### src/rtl/hazard_stall_controller.sv
// rtl/hazard_stall_controller.sv - load-use stall, branch flush and memory-freeze sequencing
// Optional macro STALL_COUNTER_EN enables the saturating stall_cycles counter.
module hazard_stall_controller #(
  parameter int REG_ADDR_W      = 5,
  parameter int LOAD_USE_STALLS = 1,
  parameter int MEM_TIMEOUT     = 16
) (
  input  logic                  clock,
  input  logic                  reset,
  input  logic [REG_ADDR_W-1:0] IFIDrs,
  input  logic [REG_ADDR_W-1:0] IFIDrt,
  input  logic [REG_ADDR_W-1:0] IDEXrt,
  input  logic                  IDEXMemRead,
  input  logic                  branch_taken,
  input  logic                  dmem_busy,
  output logic                  PCWrite,
  output logic                  IFIDWrite,
  output logic                  IFIDFlush,
  output logic                  IDEXBubble,
  output logic                  EXMEMWrite,
  output logic                  MEMWBWrite,
  output logic                  stall,
  output logic                  mem_timeout,
  output logic [15:0]           stall_cycles
);

  typedef enum logic [1:0] {
    S_RUN        = 2'd0,
    S_LOAD_STALL = 2'd1,
    S_MEM_WAIT   = 2'd2
  } state_t;

  localparam logic [1:0] LS_INIT     = 2'(LOAD_USE_STALLS - 1);
  localparam logic [8:0] TIMEOUT_CNT = 9'(MEM_TIMEOUT);

  state_t     r_state;
  state_t     w_next_state;
  logic [1:0] r_ls_cnt;
  logic [1:0] w_ls_cnt_nxt;
  logic [7:0] r_wait_cnt;
  logic [7:0] w_wait_cnt_nxt;
  logic       r_mem_timeout;
  logic       w_mem_timeout_nxt;
  logic       r_ignore_busy;
  logic       w_ignore_busy_nxt;

  logic       w_busy;
  logic       w_luh;
  logic [8:0] w_wait_inc;
  logic       w_pc;
  logic       w_ifid;
  logic       w_flush;
  logic       w_bubble;
  logic       w_exmem;
  logic       w_memwb;
  logic       w_stall;

  // After a timeout the still-asserted busy line is masked until it drops.
  assign w_busy     = dmem_busy & ~r_ignore_busy;
  assign w_luh      = IDEXMemRead && (IDEXrt != '0) &&
                      ((IDEXrt == IFIDrs) || (IDEXrt == IFIDrt));
  assign w_wait_inc = {1'b0, r_wait_cnt} + 9'd1;

  always_comb begin
    w_next_state      = r_state;
    w_ls_cnt_nxt      = r_ls_cnt;
    w_wait_cnt_nxt    = r_wait_cnt;
    w_mem_timeout_nxt = r_mem_timeout;
    w_ignore_busy_nxt = r_ignore_busy & dmem_busy;
    w_pc              = 1'b1;
    w_ifid            = 1'b1;
    w_flush           = 1'b0;
    w_bubble          = 1'b0;
    w_exmem           = 1'b1;
    w_memwb           = 1'b1;
    w_stall           = 1'b0;

    case (r_state)
      S_RUN: begin
        if (w_busy) begin
          {w_pc, w_ifid, w_exmem, w_memwb} = 4'b0000;
          w_stall        = 1'b1;
          w_next_state   = S_MEM_WAIT;
          w_wait_cnt_nxt = 8'd1;
          w_ls_cnt_nxt   = 2'd0;
        end else if (branch_taken) begin
          w_flush  = 1'b1;
          w_bubble = 1'b1;
        end else if (w_luh) begin
          w_pc     = 1'b0;
          w_ifid   = 1'b0;
          w_bubble = 1'b1;
          w_stall  = 1'b1;
          if (LOAD_USE_STALLS > 1) begin
            w_next_state = S_LOAD_STALL;
            w_ls_cnt_nxt = LS_INIT;
          end
        end
      end

      S_LOAD_STALL: begin
        if (w_busy) begin
          // Remaining bubble count is kept so the stall resumes after the freeze.
          {w_pc, w_ifid, w_exmem, w_memwb} = 4'b0000;
          w_stall        = 1'b1;
          w_next_state   = S_MEM_WAIT;
          w_wait_cnt_nxt = 8'd1;
        end else begin
          w_pc         = 1'b0;
          w_ifid       = 1'b0;
          w_bubble     = 1'b1;
          w_stall      = 1'b1;
          w_ls_cnt_nxt = r_ls_cnt - 2'd1;
          if (r_ls_cnt <= 2'd1) begin
            w_next_state = S_RUN;
          end
        end
      end

      S_MEM_WAIT: begin
        {w_pc, w_ifid, w_exmem, w_memwb} = 4'b0000;
        w_stall = 1'b1;
        if (w_busy) begin
          if (w_wait_inc >= TIMEOUT_CNT) begin
            w_mem_timeout_nxt = 1'b1;
            w_ignore_busy_nxt = 1'b1;
            w_next_state      = S_RUN;
            w_wait_cnt_nxt    = 8'd0;
            w_ls_cnt_nxt      = 2'd0;
          end else if (r_wait_cnt != 8'hFF) begin
            w_wait_cnt_nxt = w_wait_inc[7:0];
          end
        end else begin
          w_wait_cnt_nxt = 8'd0;
          w_next_state   = (r_ls_cnt != 2'd0) ? S_LOAD_STALL : S_RUN;
        end
      end

      default: begin
        w_next_state = S_RUN;
      end
    endcase
  end

  always_ff @(posedge clock) begin
    if (reset) begin
      r_state       <= S_RUN;
      r_ls_cnt      <= 2'd0;
      r_wait_cnt    <= 8'd0;
      r_mem_timeout <= 1'b0;
      r_ignore_busy <= 1'b0;
    end else begin
      r_state       <= w_next_state;
      r_ls_cnt      <= w_ls_cnt_nxt;
      r_wait_cnt    <= w_wait_cnt_nxt;
      r_mem_timeout <= w_mem_timeout_nxt;
      r_ignore_busy <= w_ignore_busy_nxt;
    end
  end

  assign PCWrite     = ~reset & w_pc;
  assign IFIDWrite   = ~reset & w_ifid;
  assign IFIDFlush   =  reset | w_flush;
  assign IDEXBubble  =  reset | w_bubble;
  assign EXMEMWrite  = ~reset & w_exmem;
  assign MEMWBWrite  = ~reset & w_memwb;
  assign stall       =  reset | w_stall;
  assign mem_timeout = ~reset & r_mem_timeout;

`ifdef STALL_COUNTER_EN
  logic [15:0] r_stall_cycles;

  always_ff @(posedge clock) begin
    if (reset) begin
      r_stall_cycles <= 16'd0;
    end else if (w_stall && (r_stall_cycles != 16'hFFFF)) begin
      r_stall_cycles <= r_stall_cycles + 16'd1;
    end
  end

  assign stall_cycles = reset ? 16'd0 : r_stall_cycles;
`else
  assign stall_cycles = 16'd0;
`endif

endmodule

### config.mk
export PLATFORM = sky130hd
export DESIGN_NAME = hazard_stall_controller
export DESIGN_NICKNAME = d
export VERILOG_FILES = /design/src/rtl/hazard_stall_controller.sv
export SDC_FILE = /design/constraint.sdc
export NUM_CORES = 1
export LEC_CHECK = 0
export ABC_AREA = 0
export BUFFER_PORTS_ARGS = -buffer_cell sky130_fd_sc_hd__buf_2
export CORE_ASPECT_RATIO = 1.4
export CORE_MARGIN = 2
export CORE_UTILIZATION = 52
export CTS_CLUSTER_SIZE = 28
export DETAILED_ROUTE_END_ITERATION = 10
export GPL_TIMING_DRIVEN = 0
export MAX_ROUTING_LAYER = met4
export PLACE_DENSITY = 0.95
export SYNTH_ARGS = -nofsm -noshare
export SYNTH_HDL_FRONTEND = slang
export SYNTH_SLANG_ARGS = --single-unit
### constraint.sdc
create_clock -name clock -period 3.4 [get_ports clock]
set_input_delay 0.17 -clock clock [delete_from_list [all_inputs] [get_ports clock]]
set_output_delay 0.17 -clock clock [all_outputs]
set_load 0.01 [all_outputs]
### Word-level counts from Yosys, hierarchy flattened

Cells that the tools add are included.

| word-level totals | value |
|---|---|
| bits in registers | 14 |
| latch bits | 0 |
| bits in writable memories | 0 |
| bits in read-only memories | 0 |
| output and inout bits | 24 |
| logic and storage cells | 81 |
| memories kept | 0 |

| cells by class | value |
|---|---|
| $add $sub $neg | 2 |
| $mul | 0 |
| div/mod/pow operators | 0 |
| magnitude comparators | 2 |
| eq/ne operators | 13 |
| shift operators | 0 |
| multiplexer cells | 35 |
| bitwise logic cells | 10 |
| reduce and logical (&&, ||, !) cells | 14 |

Operators by type and width:

| cell | count |
|---|---|
| $mux 8 | 4 |
| $mux 1 | 16 |
| $mux 2 | 8 |
| $pmux 8 s2 | 1 |
| $pmux 2 s3 | 2 |
| $eq 5x5->1 | 2 |
| $add 8x1->9 const B | 1 |
| $ge 9x5->1 const B | 1 |
| $reduce_and 3->1 | 3 |
| $ne 2x2->1 const B | 4 |
| $ne 8x8->1 const B | 1 |
| $pmux 1 s2 | 4 |
| $ne 3x3->1 const B | 2 |
| $and 1x1->1 | 5 |
| $reduce_and 5->1 | 1 |
| $reduce_bool 5->1 | 1 |
| $ne 4x4->1 const B | 1 |
| $reduce_bool 2->1 | 2 |
| $reduce_or 2->1 | 2 |
| $or 1x1->1 | 3 |
| $reduce_bool 3->1 | 1 |
| $eq 2x1->1 const B | 1 |
| $eq 2x2->1 const B | 1 |
| $le 2x1->1 const B | 1 |
| 6 further kinds | 8 |

### Longest topological paths before layout

Gate-level depths: netlist of the first run.

| depth | value |
|---|---|
| depth in word-level cells | 8 |
| depth in mapped cells | 8 |
| mapped depth without buffers | 7 |

### Worst setup path before layout of the first run

OpenSTA, ideal clock, no wires.

| timing | value |
|---|---|
| kind | reg-to-reg |
| start | register r_state[1] |
| end | register r_wait_cnt[3] |
| arrival | 1.679 ns |
| required time | 3.283 ns |
| path slack | 1.604 ns |
| cell stages (with the launch flop) | 9 |
| clock period less this slack | 1.796 ns |
| path through | dfxtp_1 > inv_1 > ha_1 > buf_2 > or2_2 > a21oi_1 > nor2_1 > a21oi_1 > o21ai_1 |

| on the way | value |
|---|---|
| longest elaborated chain between the ends | 4 |
| elaborated cells between the ends (all ways) | 9 |
| classes of those cells | eq/ne: 4; mux: 1; reduce/logical: 4 |

RTL lines:

| item | line | text |
|---|---|---|
| start, declared | 36 | `state_t r_state;` |
| start signal, assigned | 153 | `r_state <= w_next_state;` |
| $eq 2x1->1 / $logic_not 2->1 (equally long branches) | 78 | `case (r_state)` |
| $reduce_or 2->1 (no source line) | - |  |
| $ne 2x1->1 (no source line) / $reduce_bool 2->1 (equally long branches) | - |  |
| $reduce_and 3->1 (no source line) | - |  |
| end signal, assigned | 155 | `r_wait_cnt <= w_wait_cnt_nxt;` |
| end, declared | 40 | `logic [7:0] r_wait_cnt;` |

Several ways; a longest one is shown, not always the timed one.
A chain may end at the register's enable or synchronous reset.

### Worst setup path after layout of the first run

Ends and elaborated chain as after synthesis.

==> impl_results.md, run 1 <==
- Worst-path clk slew: 80 ps
- Fin area: 0.00139 sq mm
- PD cells: 323 mW/mm^2
- Most used cell, CP: a21oi_1
- Die Width: 43.5 microns
- Buffer depth of the longest clock path: 2
- Layout area overhead: 22.5%
- Final Cycle Share: 62.5%
- Fmax: 0.470 GHz
- Worst path top cell family by delay: compound AO/OA/AOI/OAI gates
- Core ar.: 0.00213 sq mm
- Syn Area/Cell: 8.00 sq um
- CTS tree: yes
- Min cycle time layout: 2130 ps
- Worst Path Arrival: 2310 ps
- H-tree depth: 1
- Register area share after synthesis: 24.7%
- Wirelength, routed: 2350 microns
- Setup bufs post-CTS: 0
- Slew HR: 57.0%
- Worst Path Buf+Inv: 2
- # port buffers: 27
- Total CTS buffers: 3
- Clock Sinks: 14
- Cell Chain, Critical Path: inv_1 > ha_1 > buf_2 > or2_2 > a21oi_1 > nor2_1 > a21oi_1 > o21ai_1
- Layout cell share with drive strength beyond 1: 30.9%
- RSZ-0062 raised after global routing: no
- Post-synth EDFFs: 0
- Min Hold Slack: 162 ps
- Largest net degree at the start of global routing: 11
- Post-Synthesis Cell Area: 0.00114 sq mm
- FF+latch count, synth: 14
- First-pass GRT wire length: 3890 microns
- Vias per cell: 4.99
- Simple-Gate Fraction of Synth Area: 24.0%
- RD Place Congestion: 0.779
- Leading register cell type out of synthesis: dfxtp_1
- Final nets: 218
- CP max FO: 9
- Max Cap Viol: 0
- Die Height: 59.3 microns
- DR DRC count: 0
- GRT Total Usage: 19.8%
- Post-detail-place hpwl: 1910 microns
- Pwr Total: 0.449 mW
- VDD IR max: 0.000210 V
- Unique cell type count in the Yosys netlist: 40
- Number of global-route vias before repair: 1014
- Routed vias: 1048
- CP max stage delay: 450 ps
- Core Rows: 20
- Adder-cell share of the synthesized area: 9.91%
- Clock Skew: 4.44 ps
- Post-CTS Hold Buffers: 0
- Total gr overflow: 0
- Initial DRC count: 40
- Worst setup SP type: register
- Final Setup Violations: 0
- Compound-Gate Fraction of Synth Area: 14.5%
- Cells after Synth: 142
- Die ar.: 0.00258 sq mm
- DRT antenna net count: 0
- Leakage dissipation: 0.661 nW
- Final hold viol count: 0
- Post-Synth XOR/XNOR Area: 8.48%
- DR WL/cell: 11.2 microns
- Number of iterations in the first detailed-routing pass: 4
- Post-CTS sizing: 0
- Status: finished, final reports clean
- Max Slew Vio Count: 0
- Slew @ Worst Pin: 639 ps
- Worst path required time: 3590 ps
- Setup TNS: 0 ps
- DP Area: 0.00136 sq mm
- Initial antenna violation count: 0
- Largest family of logic cells by synthesized area: simple AND/OR/NAND/NOR gates
- Root buffer cell: clkbuf_4
- Ant diodes: 0
- Boundary pin count: 44
- Ys async rst share: 0%
- Synth warn: 0
- Mux cell area share after synthesis: 1.87%
- WS Path Type: reg -> reg
- Hold Crit Class: in -> reg
- Worst-skew pair later-pin latency: 290 ps
- Initial Utilization: 53.4%
- Crit end category: register
- Slowest cell on crit path: a21oi_1
==> synthesized netlist by cell type (all sizes together), types with 3 or more instances <==
cell   count  area share, %
buf       21             13
dfxtp     14             25
xnor2     11            8.5
a21oi      9            4.0
ha         9            9.9
nand2      9            3.0
nand3      9            4.0
nor2       9            3.0
inv        8            2.6
and2       4            2.2
a31oi      3            1.7
nor2b      3            2.3
nor3       3            1.3
o21ai      3            1.7
or2        3            1.7
==> cells by family (layout without fill, tap and decap cells) <==
kind of cell,count (synthesis),in the layout
simple gates,50,50
buf+inv,30,61
xor+xnor,11,11
flops,14,14
other cells,1,16
mux,2,2
compound gates,25,25
fa+ha+maj,9,9
==> worst paths after layout <==
path,from,end,slack (ps),cells after the start
min reg2reg,r_wait_cnt[7],r_wait_cnt[7],470,1
max,r_state[1],r_wait_cnt[3],1270,8
max reg2reg,r_state[1],r_wait_cnt[3],1270,8
min,dmem_busy,r_ignore_busy,160,2
==> state kept, by name (all words and copies together) (netlist names) <==
name,cells
r_ls_cnt,2
r_state,2
r_wait_cnt,8
r_ignore_busy,1
r_mem_timeout,1
==> cells in the final DEF, fill, tap and decap left out, types with 3 or more instances in the layout <==
cell type and n:
a21oi_1 9, a31oi_1 3, and2_1 4, buf_2 30
buf_4 18, clkbuf_4 3, conb_1 16, dfxtp_1 14
ha_1 9, inv_1 8, nand2_1 9, nand3_1 9
nor2_1 9, nor3_1 3, xnor2_1 11
==> stage by stage <==
stage          setup slack (ps)  utilization, %  cells
6_report                   1270            65.4    210
2_1_floorplan              1600               -    157
3_3_place_gp               1330            63.7    206
3_5_place_dp               1290            63.7    206
4_1_cts                    1280            65.4    210
5_1_grt                    1100            65.4    210
==> power by group <==
group / total [mW] / leakage [nW] / switching (mW) / internal (mW)
Sequential: 0.175 / 0.113 / 0.00664 / 0.169
Clock: 0.121 / 0.0210 / 0.0557 / 0.0653
Combinational: 0.153 / 0.527 / 0.0804 / 0.0728
==> per-layer routing <==
| layer | global-route usage (%) | share of wire [%] | up-vias |
|---|---|---|---|
| li1 | - | - | 540 |
| met1 | 18.5 | 39 | 469 |
| met2 | 39.0 | 53 | 37 |
| met3 | 2.13 | 6.8 | 2 |
| met4 | 8.66 | 1.1 | 0 |
| met5 | - | 0 | - |
==> layout make-up <==
cell class                 count  area (sq um)
timing repair buffer          27           135
buffer                        22           154
multi-input combinational    113           728
sequential                    14           280
inverter                       8          30.0
tap                           22          27.5
fill                         179           736
clock buffer                   4          36.3
Power figures use the tool's default switching activity.
==> run 2: changes to the inputs <==
Settings changed: CORE_UTILIZATION 52 to 44, PLACE_DENSITY 0.95 to 0.88.
Clock period 3.4 ns to 1.82 ns, I/O delays scaled along.
==> run 2 against run 1 <==
- die area rose by 17%
- clock-buffer cell count did not move
- register-to-register slack got worse by 1200 ps
- final area rose by 7.2%
- critical path depth fell by 1
- cell count rose by 7.6%
- sequential share of layout area fell by 0.85 points
- non-clock buffer count rose by 4
- via count rose by 4.1%
- critical path type unchanged
- highest routed layer unchanged
==> impl_results.md, run 2 (same netlist as run 1, synthesis figures left out) <==
- Worst-skew pair later-pin latency: 280 ps (about the same)
- Clock Sinks: 14 (unchanged)
- Max reg flops: 8 (unchanged)
- Worst-path clk slew: 80 ps (about the same)
- Post-CTS Hold Buffers: 0 (unchanged)
- RD Place Congestion: 0.813 (+4.4%)
- Clock Skew: 2.71 ps (-1.73 ps)
- Top Registers: r_wait_cnt x8, r_ls_cnt x2, r_state x2
- Final Setup Violations: 0 (unchanged)
- Setup TNS: 0 ps (unchanged)
- Initial Utilization: 47.0% (-6.4 points)
- Fmax: 0.566 GHz (+20%)
- Root buffer cell: clkbuf_4
- First-pass GRT wire length: 3690 microns (-5.1%)
- Filler cell count: 226 (+26%)
- DR DRC count: 0 (unchanged)
- GRT Total Usage: 16.7% (-3.1 points)
- Max Slew Vio Count: 0 (unchanged)
- Crit end category: register
- Boundary pin count: 44 (unchanged)
- Number of global-route vias before repair: 978 (-3.6%)
- DR WL/cell: 11.5 microns (+2.4%)
- PD cells: 590 mW/mm^2 (+83%)
- Top reg by flops: r_wait_cnt
- Initial DRC count: 25 (-38%)
- Final nets: 222 (+1.8%)
- Buffer depth of the longest clock path: 2 (unchanged)
- WS Path Type: reg -> reg
- Worst Path Arrival: 1980 ps (-330 ps)
- Total CTS buffers: 3 (unchanged)
- Initial antenna violation count: 0 (unchanged)
- Hold Crit Class: in -> reg
- Status: finished, final reports clean
- Final Util: 61.7% (-3.7 points)
- Worst path required time: 2030 ps (-1560 ps)
- Leakage dissipation: 0.697 nW (+5.4%)
- Most frequent cells in the layout: buf_2 (29), buf_4 (23), conb_1 (16)
- Die ar.: 0.00301 sq mm (+17%)
- Post-detail-place hpwl: 1880 microns (-1.3%)
- Layout area overhead: 31.3%
- Wirelength, routed: 2590 microns (+10%)
- Worst setup SP type: register
- Layout cell share with drive strength beyond 1: 38.5% (+7.7 points)
- VDD IR max: 0.000441 V (+110%)
- Vias per cell: 4.83 (-3.3%)
- Die Width: 46.9 microns (+7.9%)
- DRT antenna net count: 0 (unchanged)
- Ant diodes: 0 (unchanged)
- Largest net degree at the start of global routing: 11 (unchanged)
- Die Height: 64.1 microns (+8.1%)
- Core ar.: 0.00242 sq mm (+14%)
- Routed vias: 1091 (+4.1%)
- RSZ-0062 raised after global routing: yes
- Min cycle time layout: 1770 ps (-358 ps)
- Core Rows: 21 (+5.0%)
- Total gr overflow: 0 (unchanged)
- Max Cap Viol: 0 (unchanged)
- Commonest non-fill, non-tap cell in the layout: buf_2
- # port buffers: 27 (unchanged)
- H-tree depth: 1 (unchanged)
- Final hold viol count: 0 (unchanged)
- CP max FO: 9 (unchanged)
- Number of iterations in the first detailed-routing pass: 4 (unchanged)
- Final Cycle Share: 97.1% (+35 points)
- CTS tree: yes
run 2: per-layer routing:
layer | GRT usage (%) | part of all wire (%)
met1 | 15.2 | 37
met2 | 31.5 | 55
met3 | 1.69 | 6.5
met4 | 7.99 | 1.4
met5 | - | 0
run 2: cell type report:
type	count	area, sq um	share of cell area [%]
buffer	21	149	9.98
clock buffer	4	36.3	2.43
inverter	8	30.0	2.01
multi-input combinational	113	773	51.8
sequential	14	288	19.3
tap	34	42.5	2.85
timing repair buffer	32	173	11.6
run 2: worst paths after layout:
kind | depth (start not counted) | startpoint | slack, ps | endpoint
setup / recovery | 7 | r_state[1] | 50 | r_ls_cnt[1]
hold / removal | 2 | dmem_busy | 90 | r_ignore_busy
setup reg to reg | 7 | r_state[1] | 50 | r_ls_cnt[1]
hold reg to reg | 2 | r_mem_timeout | 470 | r_mem_timeout
run 2: per-stage QoR:
stage | worst slack (ps) | hold WS, ps | total power, mW | std cells | area, sq um
3_5_place_dp | -341 | 383 | 0.620 | 218 | 1370
6_report | 52.5 | 86.7 | 0.880 | 226 | 1490
3_3_place_gp | -273 | 378 | 0.614 | 218 | 1370
4_1_cts | 3.00 | 82.9 | 0.858 | 223 | 1440
2_1_floorplan | 24.0 | 257 | 0.540 | 157 | 1190
5_1_grt | -26.9 | 78.4 | 0.937 | 226 | 1490
run 2: power breakdown:
group / internal [mW] / switching, mW / total (mW)
Clock: 0.122 / 0.0996 / 0.221
Combinational: 0.161 / 0.166 / 0.327
Sequential: 0.318 / 0.0133 / 0.332
run 2: critical path, stage by stage (launching register included):
cell and delay, ps:
dfxtp_4 380, inv_1 80, ha_2 230, or2_0 230, mux2i_1 170, o311ai_2 130, or3b_1 360, a21oi_1 130
run 2: timing repair:
action                                  in CTS  in global routing
endpoints found under the setup margin       9                 12
pin swaps                                    1                  2
buffers inserted                             2                  3
endpoints found under the hold margin        0                  0
resized for setup                            6                  8
==> run 3: changes to the inputs <==
Settings changed: CORE_UTILIZATION 44 to 48, PLACE_DENSITY 0.88 to 0.91.
Clock period 1.82 ns to 1.8 ns, I/O delays scaled along.
==> run 3 against run 2 <==
- clock-buffer cell count unchanged
- global-route usage up 1.7 points
- setup slack worse by 3.8 ps
==> impl_results.md, run 3 (same netlist as run 1, synthesis figures left out) <==
- Worst Path Arrival: 1960 ps (-20 ps)
- Filler cell count: 170 (-25%)
- Hold Path End: r_ignore_busy
- Layout cell share with drive strength beyond 1: 40.3% (+1.8 points)
- Layout area overhead: 34.1%
- CTS tree: yes
- H-tree depth: 1 (unchanged)
- Hold_sp: dmem_busy
- Core Rows: 20 (-4.8%)
- Wirelength, routed: 2630 microns (+1.7%)
- Number of iterations in the first detailed-routing pass: 4 (unchanged)
- Leakage dissipation: 0.717 nW (+3.0%)
- Status: finished, final reports clean
- Crit end category: register
- Worst setup SP type: register
- Total CTS buffers: 3 (unchanged)
- Max Slew Vio Count: 0 (unchanged)
- Final hold viol count: 0 (unchanged)
- Pwr Total: 0.946 mW (+7.5%)
- Die Height: 61.6 microns (-4.0%)
- FF-to-FF path depth: 7 (unchanged)
- R2r endpoint: r_ls_cnt[1]
- Top reg by flops: r_wait_cnt
- Largest net degree at the start of global routing: 11 (unchanged)
- CP max FO: 6 (-3)
- R2R setup slack: 50 ps (about the same)
- PD cells: 621 mW/mm^2 (+5.2%)
- Post-detail-place hpwl: 1890 microns (+0.54%)
- Final Setup Violations: 0 (unchanged)
- Final nets: 226 (+1.8%)
- DRT antenna net count: 0 (unchanged)
- DR DRC count: 0 (unchanged)
- GRT Total Usage: 18.4% (+1.7 points)
- Boundary pin count: 44 (unchanged)
- Pre-CTS WS: -295 ps (+46.0 ps)
- Initial DRC count: 25 (unchanged)
- Initial Utilization: 51.6% (+4.6 points)
- Die Width: 45.1 microns (-3.9%)
- Buffer depth of the longest clock path: 2 (unchanged)
- Commonest non-fill, non-tap cell in the layout: buf_2
- First-pass GRT wire length: 3730 microns (+0.95%)
- Number of global-route vias before repair: 918 (-6.1%)
- Clock Sinks: 14 (unchanged)
- Max reg flops: 8 (unchanged)
- Worst-skew pair later-pin latency: 270 ps (about the same)
- Initial antenna violation count: 0 (unchanged)
- Routed vias: 1094 (+0.27%)
- Clock Skew: 1.36 ps (-1.35 ps)
- RSZ-0062 raised after global routing: yes
- Ant diodes: 0 (unchanged)
- Non-Filler Instances: 218 (-3.5%)
- Most frequent cells in the layout: buf_2 (29), buf_4 (27), conb_1 (16)
- Final Util: 69.2% (+7.5 points)
- Total gr overflow: 0 (unchanged)
- Worst reg2reg path startpoint: r_state[0]
- Worst-path clk slew: 90 ps (about the same)
- Root buffer cell: clkbuf_4
- # port buffers: 27 (unchanged)
- RD Place Congestion: 0.780 (-4.0%)
- Worst path required time: 2010 ps (-20 ps)
- Min cycle time layout: 1750 ps (-16.2 ps)
- Die ar.: 0.00278 sq mm (-7.7%)
- DR WL/cell: 12.1 microns (+5.5%)
- Core ar.: 0.00220 sq mm (-8.9%)
- Fmax: 0.571 GHz (+0.92%)
- Fin worst setup slack: 48.7 ps (-3.81 ps)
- Max Cap Viol: 0 (unchanged)
- Hold Crit Class: in -> reg
- Top Registers: r_wait_cnt x8, r_ls_cnt x2, r_state x2
- Dpl cells: 206 (-5.5%)
- Hold Path Cell Cnt: 2 (unchanged)
- Final Cycle Share: 97.3% (+0.18 points)
- Vias per cell: 5.02 (+4.0%)
- VDD IR max: 0.000411 V (-6.8%)
- WS Path Type: reg -> reg
run 3: layout make-up:
class / count / area (sq um) / area share (%)
plain buffers: 21 / 149 / 9.77
multi-input cells: 113 / 788 / 51.7
flip-flops and latches: 14 / 288 / 18.9
inverters: 8 / 32.5 / 2.13
repair buffers: 36 / 203 / 13.3
well taps: 22 / 27.5 / 1.81
clock buffers: 4 / 36.3 / 2.38
run 3: per-layer routing:
metal  GRT usage [%]  routed length (microns)  up-vias  share of wire (%)
met4            4.20                       43        0                1.6
met3            3.81                      210        6                8.0
met5               -                        0        -                  0
li1                -                        -      554                  -
met2            36.3                     1400       42                 53
met1            17.6                      980      492                 37
run 3: worst max path at each step:
stage | startpoint | end | slack (ps)
5_1_grt | r_wait_cnt[0] | r_ls_cnt[1] | -60
3_3_place_gp | r_state[0] | r_wait_cnt[3] | -260
6_report | r_state[0] | r_ls_cnt[1] | 50
2_1_floorplan | r_state[1] | r_wait_cnt[3] | 4
4_1_cts | r_wait_cnt[0] | r_wait_cnt[3] | -30
3_5_place_dp | r_state[1] | r_wait_cnt[3] | -290
run 3: power by group:
group          leakage [nW]  internal (mW)  switching [mW]
logic                 0.581          0.202           0.179
registers             0.115          0.322          0.0164
clock network        0.0210          0.123           0.104
total                 0.717          0.647           0.299
run 3: what timing repair did:
action,in CTS,in global routing
setup buffers,4,5
pin swaps,1,6
hold endpoints to repair,0,0
setup endpoints to repair,10,8
gates resized for setup,8,11
hold buffers,0,0
run 3: metrics by stage:
step,hold WS [ps],setup TNS (ps),cell area [sq um]
2_1_floorplan,256,0,1190
3_3_place_gp,383,-1740,1360
3_5_place_dp,392,-1980,1360
4_1_cts,94.0,-57.1,1450
5_1_grt,83.8,-125,1520
6_report,95.2,0,1520
run 3: critical path, stage by stage (launching register included):
cell,delay (ps)
dfxtp_2,340
inv_2,70
ha_4,190
or2_1,230
mux2i_1,190
o311ai_2,150
or3b_1,400
a21oi_1,120
